===== src/rtl/sram_bist_pkg.sv =====
// rtl/sram_bist_pkg.sv - shared types for the SRAM march BIST
// Purpose: FSM state and march phase encodings, plus the state-to-phase map.
// Ports: none (package).
package sram_bist_pkg;

  typedef enum logic [2:0] {
    IDLE,
    W0,
    R0,
    W1,
    R1,
    DONE
  } state_e;

  typedef enum logic [1:0] {
    PH_W0 = 2'd0,
    PH_R0 = 2'd1,
    PH_W1 = 2'd2,
    PH_R1 = 2'd3
  } phase_e;

  // Only the read phases can report a mismatch, so only R0/R1 matter here.
  function automatic phase_e read_phase(input state_e s);
    return (s == R0) ? PH_R0 : PH_R1;
  endfunction

endpackage


===== src/rtl/sram_bist_if.sv =====
// rtl/sram_bist_if.sv - BIST-to-SRAM access bus
// Purpose: bundles the single-port SRAM write/read signals.
// Ports (signals): we, addr, wdata driven by the BIST master; rdata returned
//   combinationally by the SRAM slave from addr.
interface sram_bist_if #(
  parameter int ADDR_W = 4,
  parameter int DATA_W = 8
);
  logic              we;
  logic [ADDR_W-1:0] addr;
  logic [DATA_W-1:0] wdata;
  logic [DATA_W-1:0] rdata;

  modport master (output we, output addr, output wdata, input rdata);
  modport slave  (input we, input addr, input wdata, output rdata);
endinterface


===== src/rtl/sram_bist_addr_gen.sv =====
// rtl/sram_bist_addr_gen.sv - loadable up/down march address counter
// Purpose: produces the march address; load wins over count.
// Ports: clk, rst (sync, active-high); load, load_val; en (count this cycle);
//   dir (0 = up, 1 = down); addr (registered); last (terminal count for dir).
module sram_bist_addr_gen #(
  parameter int ADDR_W = 4
) (
  input  logic              clk,
  input  logic              rst,
  input  logic              load,
  input  logic [ADDR_W-1:0] load_val,
  input  logic              en,
  input  logic              dir,
  output logic [ADDR_W-1:0] addr,
  output logic              last
);

  always_ff @(posedge clk) begin
    if (rst) begin
      addr <= '0;
    end else if (load) begin
      addr <= load_val;
    end else if (en) begin
      addr <= dir ? (addr - ADDR_W'(1)) : (addr + ADDR_W'(1));
    end
  end

  // Terminal count rather than overflow: the FSM reloads before any wrap.
  assign last = dir ? (addr == '0) : (addr == {ADDR_W{1'b1}});

endmodule


===== src/rtl/sram_bist.sv =====
// rtl/sram_bist.sv - 4-phase march BIST initiator for a single-port SRAM
// Purpose: runs W0 up, R0 up, W1 down, R1 down; stops at the first mismatch.
// Ports: clk, rst (sync, active-high); start (1-cycle request, honoured in
//   IDLE/DONE only); mem (sram_bist_if master: we/addr/wdata out, rdata in);
//   busy (march running); done (level, until next accepted start);
//   fail, fail_addr, fail_phase (first mismatch, valid while done=1).
module sram_bist
  import sram_bist_pkg::*;
#(
  parameter int                ADDR_W  = 4,
  parameter int                DATA_W  = 8,
  parameter logic [DATA_W-1:0] PATTERN = DATA_W'(8'hA5)
) (
  input  logic              clk,
  input  logic              rst,
  input  logic              start,
  sram_bist_if.master       mem,
  output logic              busy,
  output logic              done,
  output logic              fail,
  output logic [ADDR_W-1:0] fail_addr,
  output logic [1:0]        fail_phase
);

  state_e            state_q, state_d;

  logic              ag_load;
  logic [ADDR_W-1:0] ag_load_val;
  logic              ag_en;
  logic              ag_dir;
  logic              ag_last;
  logic [ADDR_W-1:0] addr_q;

  logic              we_q, we_d;
  logic [DATA_W-1:0] wdata_q, wdata_d;
  logic              busy_q, busy_d;
  logic              done_q, done_d;
  logic              fail_q, fail_d;
  logic [ADDR_W-1:0] fail_addr_q, fail_addr_d;
  phase_e            fail_phase_q, fail_phase_d;

  logic              accept;
  logic              mismatch;

  // Second half of the march walks downwards.
  assign ag_dir = (state_q == W1) || (state_q == R1);

  sram_bist_addr_gen #(.ADDR_W(ADDR_W)) u_addr_gen (
    .clk      (clk),
    .rst      (rst),
    .load     (ag_load),
    .load_val (ag_load_val),
    .en       (ag_en),
    .dir      (ag_dir),
    .addr     (addr_q),
    .last     (ag_last)
  );

  assign accept   = ((state_q == IDLE) || (state_q == DONE)) && start;
  // rdata is combinational from addr, so the compare lands in the same cycle.
  assign mismatch = ((state_q == R0) && (mem.rdata != PATTERN)) ||
                    ((state_q == R1) && (mem.rdata != ~PATTERN));

  // State register and registered outputs.
  always_ff @(posedge clk) begin
    if (rst) begin
      state_q      <= IDLE;
      we_q         <= 1'b0;
      wdata_q      <= '0;
      busy_q       <= 1'b0;
      done_q       <= 1'b0;
      fail_q       <= 1'b0;
      fail_addr_q  <= '0;
      fail_phase_q <= PH_W0;
    end else begin
      state_q      <= state_d;
      we_q         <= we_d;
      wdata_q      <= wdata_d;
      busy_q       <= busy_d;
      done_q       <= done_d;
      fail_q       <= fail_d;
      fail_addr_q  <= fail_addr_d;
      fail_phase_q <= fail_phase_d;
    end
  end

  // Next-state and address-counter control.
  always_comb begin
    state_d     = state_q;
    ag_load     = 1'b0;
    ag_load_val = '0;
    ag_en       = 1'b0;
    case (state_q)
      IDLE, DONE: begin
        if (start) begin
          state_d = W0;
          ag_load = 1'b1;
        end
      end
      W0: begin
        if (ag_last) begin
          state_d = R0;
          ag_load = 1'b1;
        end else begin
          ag_en = 1'b1;
        end
      end
      R0: begin
        // On a mismatch the address is frozen so it stays visible in DONE.
        if (mismatch) begin
          state_d = DONE;
        end else if (ag_last) begin
          state_d     = W1;
          ag_load     = 1'b1;
          ag_load_val = '1;
        end else begin
          ag_en = 1'b1;
        end
      end
      W1: begin
        if (ag_last) begin
          state_d     = R1;
          ag_load     = 1'b1;
          ag_load_val = '1;
        end else begin
          ag_en = 1'b1;
        end
      end
      R1: begin
        if (mismatch || ag_last) begin
          state_d = DONE;
        end else begin
          ag_en = 1'b1;
        end
      end
      default: state_d = IDLE;
    endcase
  end

  // Output decode from the next state so every output leaves a flop.
  always_comb begin
    we_d         = (state_d == W0) || (state_d == W1);
    busy_d       = (state_d == W0) || (state_d == R0) ||
                   (state_d == W1) || (state_d == R1);
    done_d       = (state_d == DONE);
    wdata_d      = wdata_q;
    fail_d       = fail_q;
    fail_addr_d  = fail_addr_q;
    fail_phase_d = fail_phase_q;

    if ((state_d == W0) || (state_d == R0)) begin
      wdata_d = PATTERN;
    end else if ((state_d == W1) || (state_d == R1)) begin
      wdata_d = ~PATTERN;
    end

    if (accept) begin
      fail_d       = 1'b0;
      fail_addr_d  = '0;
      fail_phase_d = PH_W0;
    end else if (mismatch) begin
      fail_d       = 1'b1;
      fail_addr_d  = addr_q;
      fail_phase_d = read_phase(state_q);
    end
  end

  assign mem.we     = we_q;
  assign mem.addr   = addr_q;
  assign mem.wdata  = wdata_q;
  assign busy       = busy_q;
  assign done       = done_q;
  assign fail       = fail_q;
  assign fail_addr  = fail_addr_q;
  assign fail_phase = fail_phase_q;

endmodule


===== src/flat_wrapper.sv =====
// flat-port wrapper written by rule: the top's interface ports become plain ports
module sram_bist_flat import sram_bist_pkg::*;
#(
  parameter int                ADDR_W  = 4,
  parameter int                DATA_W  = 8,
  parameter logic [DATA_W-1:0] PATTERN = DATA_W'(8'hA5)
)
  (clk, rst, start, busy, done, fail, fail_addr, fail_phase, mem_we, mem_addr, mem_wdata, mem_rdata);
  sram_bist_if #(.ADDR_W(ADDR_W), .DATA_W(DATA_W)) mem_i ();
  input  logic clk;
  input  logic rst;
  input  logic start;
  output logic busy;
  output logic done;
  output logic fail;
  output logic [ADDR_W-1:0] fail_addr;
  output logic [1:0] fail_phase;
  output wire logic [$bits(mem_i.we)-1:0] mem_we;
  output wire logic [$bits(mem_i.addr)-1:0] mem_addr;
  output wire logic [$bits(mem_i.wdata)-1:0] mem_wdata;
  input wire logic [$bits(mem_i.rdata)-1:0] mem_rdata;
  assign mem_we = mem_i.we;
  assign mem_addr = mem_i.addr;
  assign mem_wdata = mem_i.wdata;
  assign mem_i.rdata = mem_rdata;
  sram_bist #(.ADDR_W(ADDR_W), .DATA_W(DATA_W), .PATTERN(PATTERN)) u_core (.clk(clk), .rst(rst), .start(start), .mem(mem_i), .busy(busy), .done(done), .fail(fail), .fail_addr(fail_addr), .fail_phase(fail_phase));
endmodule

===== config.mk =====
export PLATFORM = sky130hd
export DESIGN_NAME = sram_bist_flat
export DESIGN_NICKNAME = d
export VERILOG_FILES = /design/src/rtl/sram_bist_pkg.sv /design/src/rtl/sram_bist_if.sv /design/src/rtl/sram_bist_addr_gen.sv /design/src/rtl/sram_bist.sv /design/src/flat_wrapper.sv
export SDC_FILE = /design/constraint.sdc
export NUM_CORES = 1
export LEC_CHECK = 0
export ABC_AREA = 1
export CAP_MARGIN = 20
export CORE_UTILIZATION = 53
export CTS_BUF_LIST = sky130_fd_sc_hd__clkbuf_4
export CTS_CLUSTER_DIAMETER = 150
export DETAILED_ROUTE_END_ITERATION = 12
export PLACE_DENSITY = 0.95
export SYNTH_ARGS = -nofsm -noshare
export SYNTH_HDL_FRONTEND = slang
export SYNTH_SLANG_ARGS = --single-unit

===== constraint.sdc =====
create_clock -name clk -period 4.26 [get_ports clk]
set_clock_uncertainty 0.1 [all_clocks]
set_input_delay 1.278 -clock clk [delete_from_list [all_inputs] [get_ports clk]]
set_output_delay 1.278 -clock clk [all_outputs]
set_load 0.03 [all_outputs]

==> results.cfg <==
[die]
die_area_mm2 = 0.00242
dieWidth_um = 49.2
initial_core_util = 0.584
die_h_um = 49.2
io_pins = 33
placement_rows = 16
core_area_mm2 = 0.00202

[synth]
synthTopCellsByArea = dfxtp_1 (31%), nand2_1 (13%), inv_1 (8.9%)
seq_area_frac_synth = 0.305
synthDominantCellAreaShare = 0.305
yosys.area.top_type = dfxtp_1
synth.most_common_cell = nand2_1
ys_types = 24
syn_area_mm2 = 0.00118
synthCells = 176
synthFlopType = dfxtp_1
async_reset_ff_frac = 0
ys_seq_elements = 18
synth.avg_cell_area_um2 = 6.70
syn_nets = 190
synthTopCellsByCount = nand2_1 (40), inv_1 (28), nor2_1 (19)
yosysWarnings = 0
synth_edf_count = 0

[setup_path]
regToRegSetupSlack_ns = 2.25
endpoint_kind = output pin
cp-start-kind = flip-flop
path_class = reg2out
worst-path-buf-inv = 1
critical-path-max-stage-delay_ns = 0.76
critPathRequiredTime_ns = 2.88
arrival_ns = 1.63
worstPathMaxFanout = 8
crit_path_cell_trace = clkdlybuf4s50_1
crit_slowest_cell = clkdlybuf4s50_1
cp_top_family = buffers and inverters

[timing]
slew_headroom = 0.751
fin_crit_ns = 3.01
worstMarginPinSlew_ns = 0.373
period_share = 0.706
maxSlewViolCount = 0
grt_setup_unrepaired = false
finalHoldViolations = 0
fin_hold_ws_ns = 0.372
setup_violations = 0
tns_ns = 0
fmax_ghz = 0.333

[global_routing]
grt_pass1_vias = 1169
grt_max_degree = 11
grt_pass1_wl_mm = 4.72
antenna_found_initial = 0
overflow = 0
grt_usage = 0.251

[clock_tree]
cts-root-buf = clkbuf_4
tritoncts = built
cts-htree-levels = 1
cts.clk_slew.worst_paths_ns = 0.10
numCtsBuffers = 3
cts_resized = 0
holdBufCountCts = 0
clkLatencyLatePin_ns = 0.30
cts_max_path_buffers = 2
cts_setup_buffers = 0
clkSinkCount = 18

[drt]
vias = 1175
totalWireLength_mm = 2.79
ant_nets = 0
post_drt_wl_per_cell_um = 12.0
drt_pass1_iterations = 4
drt_iter0_drc = 19
drc = 0
drt-vias-per-instance = 5.06

[outcome]
status = complete, no violations

[placed_design]
numPlacedInstances = 228
dp_hpwl_mm = 2.19
io_buffers = 32
routabilityCongestion = 0.878

[final_layout]
area_growth_pct = 27.8
final_util = 0.746
layout.cells.non_filler = 232
antenna_cells = 0
num-nets-final = 220
drive_gt1_frac = 0.127

[power]
p_leak_nw = 0.761
powerDensity_mw_per_mm2 = 256
ir_worst_vdd_mv = 0.311

[flow_run]
drv_cap = 0

[hold_path]
hold_class = reg2reg
through the flow:
stage | setup WS, ns | power [mW] | area [um2]
floorplan | 1.80 | 0.262 | 1180
global placement | 1.25 | 0.296 | 1480
detailed placement | 1.15 | 0.300 | 1480
CTS | 1.28 | 0.385 | 1510
global route | 1.21 | 0.406 | 1510
finish | 1.25 | 0.386 | 1510
registers in the layout, indices dropped and copies added, names as in the netlist:
name / count
u_core.mem.we: 1
u_core.fail_addr: 4
u_core.fail_phase: 2
u_core.state_q: 3
u_core.done: 1
u_core.busy: 1
u_core.mem.wdata: 2
u_core.u_addr_gen.addr: 4
worst paths after layout:
kind	start	endpoint	depth (start not counted)
worst min-delay path	u_core.fail_addr[0]$_SDFFE_PP0P_	u_core.fail_addr[0]$_SDFFE_PP0P_	2
worst max register to register	u_core.state_q[2]$_SDFF_PP0_	u_core.u_addr_gen.addr[3]$_SDFFE_PP0P_	9
worst max-delay path	u_core.u_addr_gen.addr[0]$_SDFFE_PP0P_	mem_addr[0]	1
worst min register to register	u_core.fail_addr[0]$_SDFFE_PP0P_	u_core.fail_addr[0]$_SDFFE_PP0P_	2
tightest hold or removal path, cell delays in order (launching register included):
cell     delay [ns]
dfxtp_1        0.32
nand2_1        0.06
a21oi_1        0.05
metal layers:
metal | global-route usage | share of wire
met5 | 0 | 0
met4 | 0.0980 | 0.018
met3 | 0.0654 | 0.050
met2 | 0.463 | 0.52
met1 | 0.267 | 0.41
report_power, final:
group	switching, mW	internal (mW)	leakage, nW
Clock	0.0533	0.0342	0.0154
Sequential	0.0125	0.176	0.147
Combinational	0.0646	0.0451	0.598
Total	0.130	0.255	0.761
cell families (layout without fill, tap and decap cells):
family / after synthesis / after routing / share of synthesized area
AND/OR/NAND/NOR: 88 / 88 / 0.359
buffers and inverters: 39 / 68 / 0.146
AO/OA/AOI/OAI: 25 / 25 / 0.128
flip-flops: 18 / 18 / 0.305
adder cells (fa/ha/maj): 3 / 3 / 0.0382
XOR/XNOR: 3 / 3 / 0.0223
cell type report:
| class | count | area, um2 |
|---|---|---|
| Inverter | 32 | 120 |
| Multi-Input combinational cell | 119 | 647 |
| Tap cell | 27 | 33.8 |
| Fill cell | 169 | 514 |
| Clock buffer | 3 | 22.5 |
| Sequential cell | 18 | 360 |
| Timing Repair Buffer | 32 | 320 |
| Clock inverter | 1 | 3.75 |
placed cells by master, fill, tap and decap left out, types with 3 or more instances in the layout:
| cell | count |
|---|---|
| a21oi_2 | 3 |
| a21oi_1 | 8 |
| nand2_2 | 4 |
| nand2_1 | 40 |
| nor2_2 | 3 |
| o21ai_0 | 9 |
| inv_1 | 28 |
| clkdlybuf4s50_1 | 32 |
| clkbuf_4 | 3 |
| nand3_1 | 12 |
| dfxtp_1 | 18 |
| nand2_4 | 6 |
| nor2_1 | 19 |
| inv_2 | 4 |
Note: power is estimated with default switching activity, not from simulation.
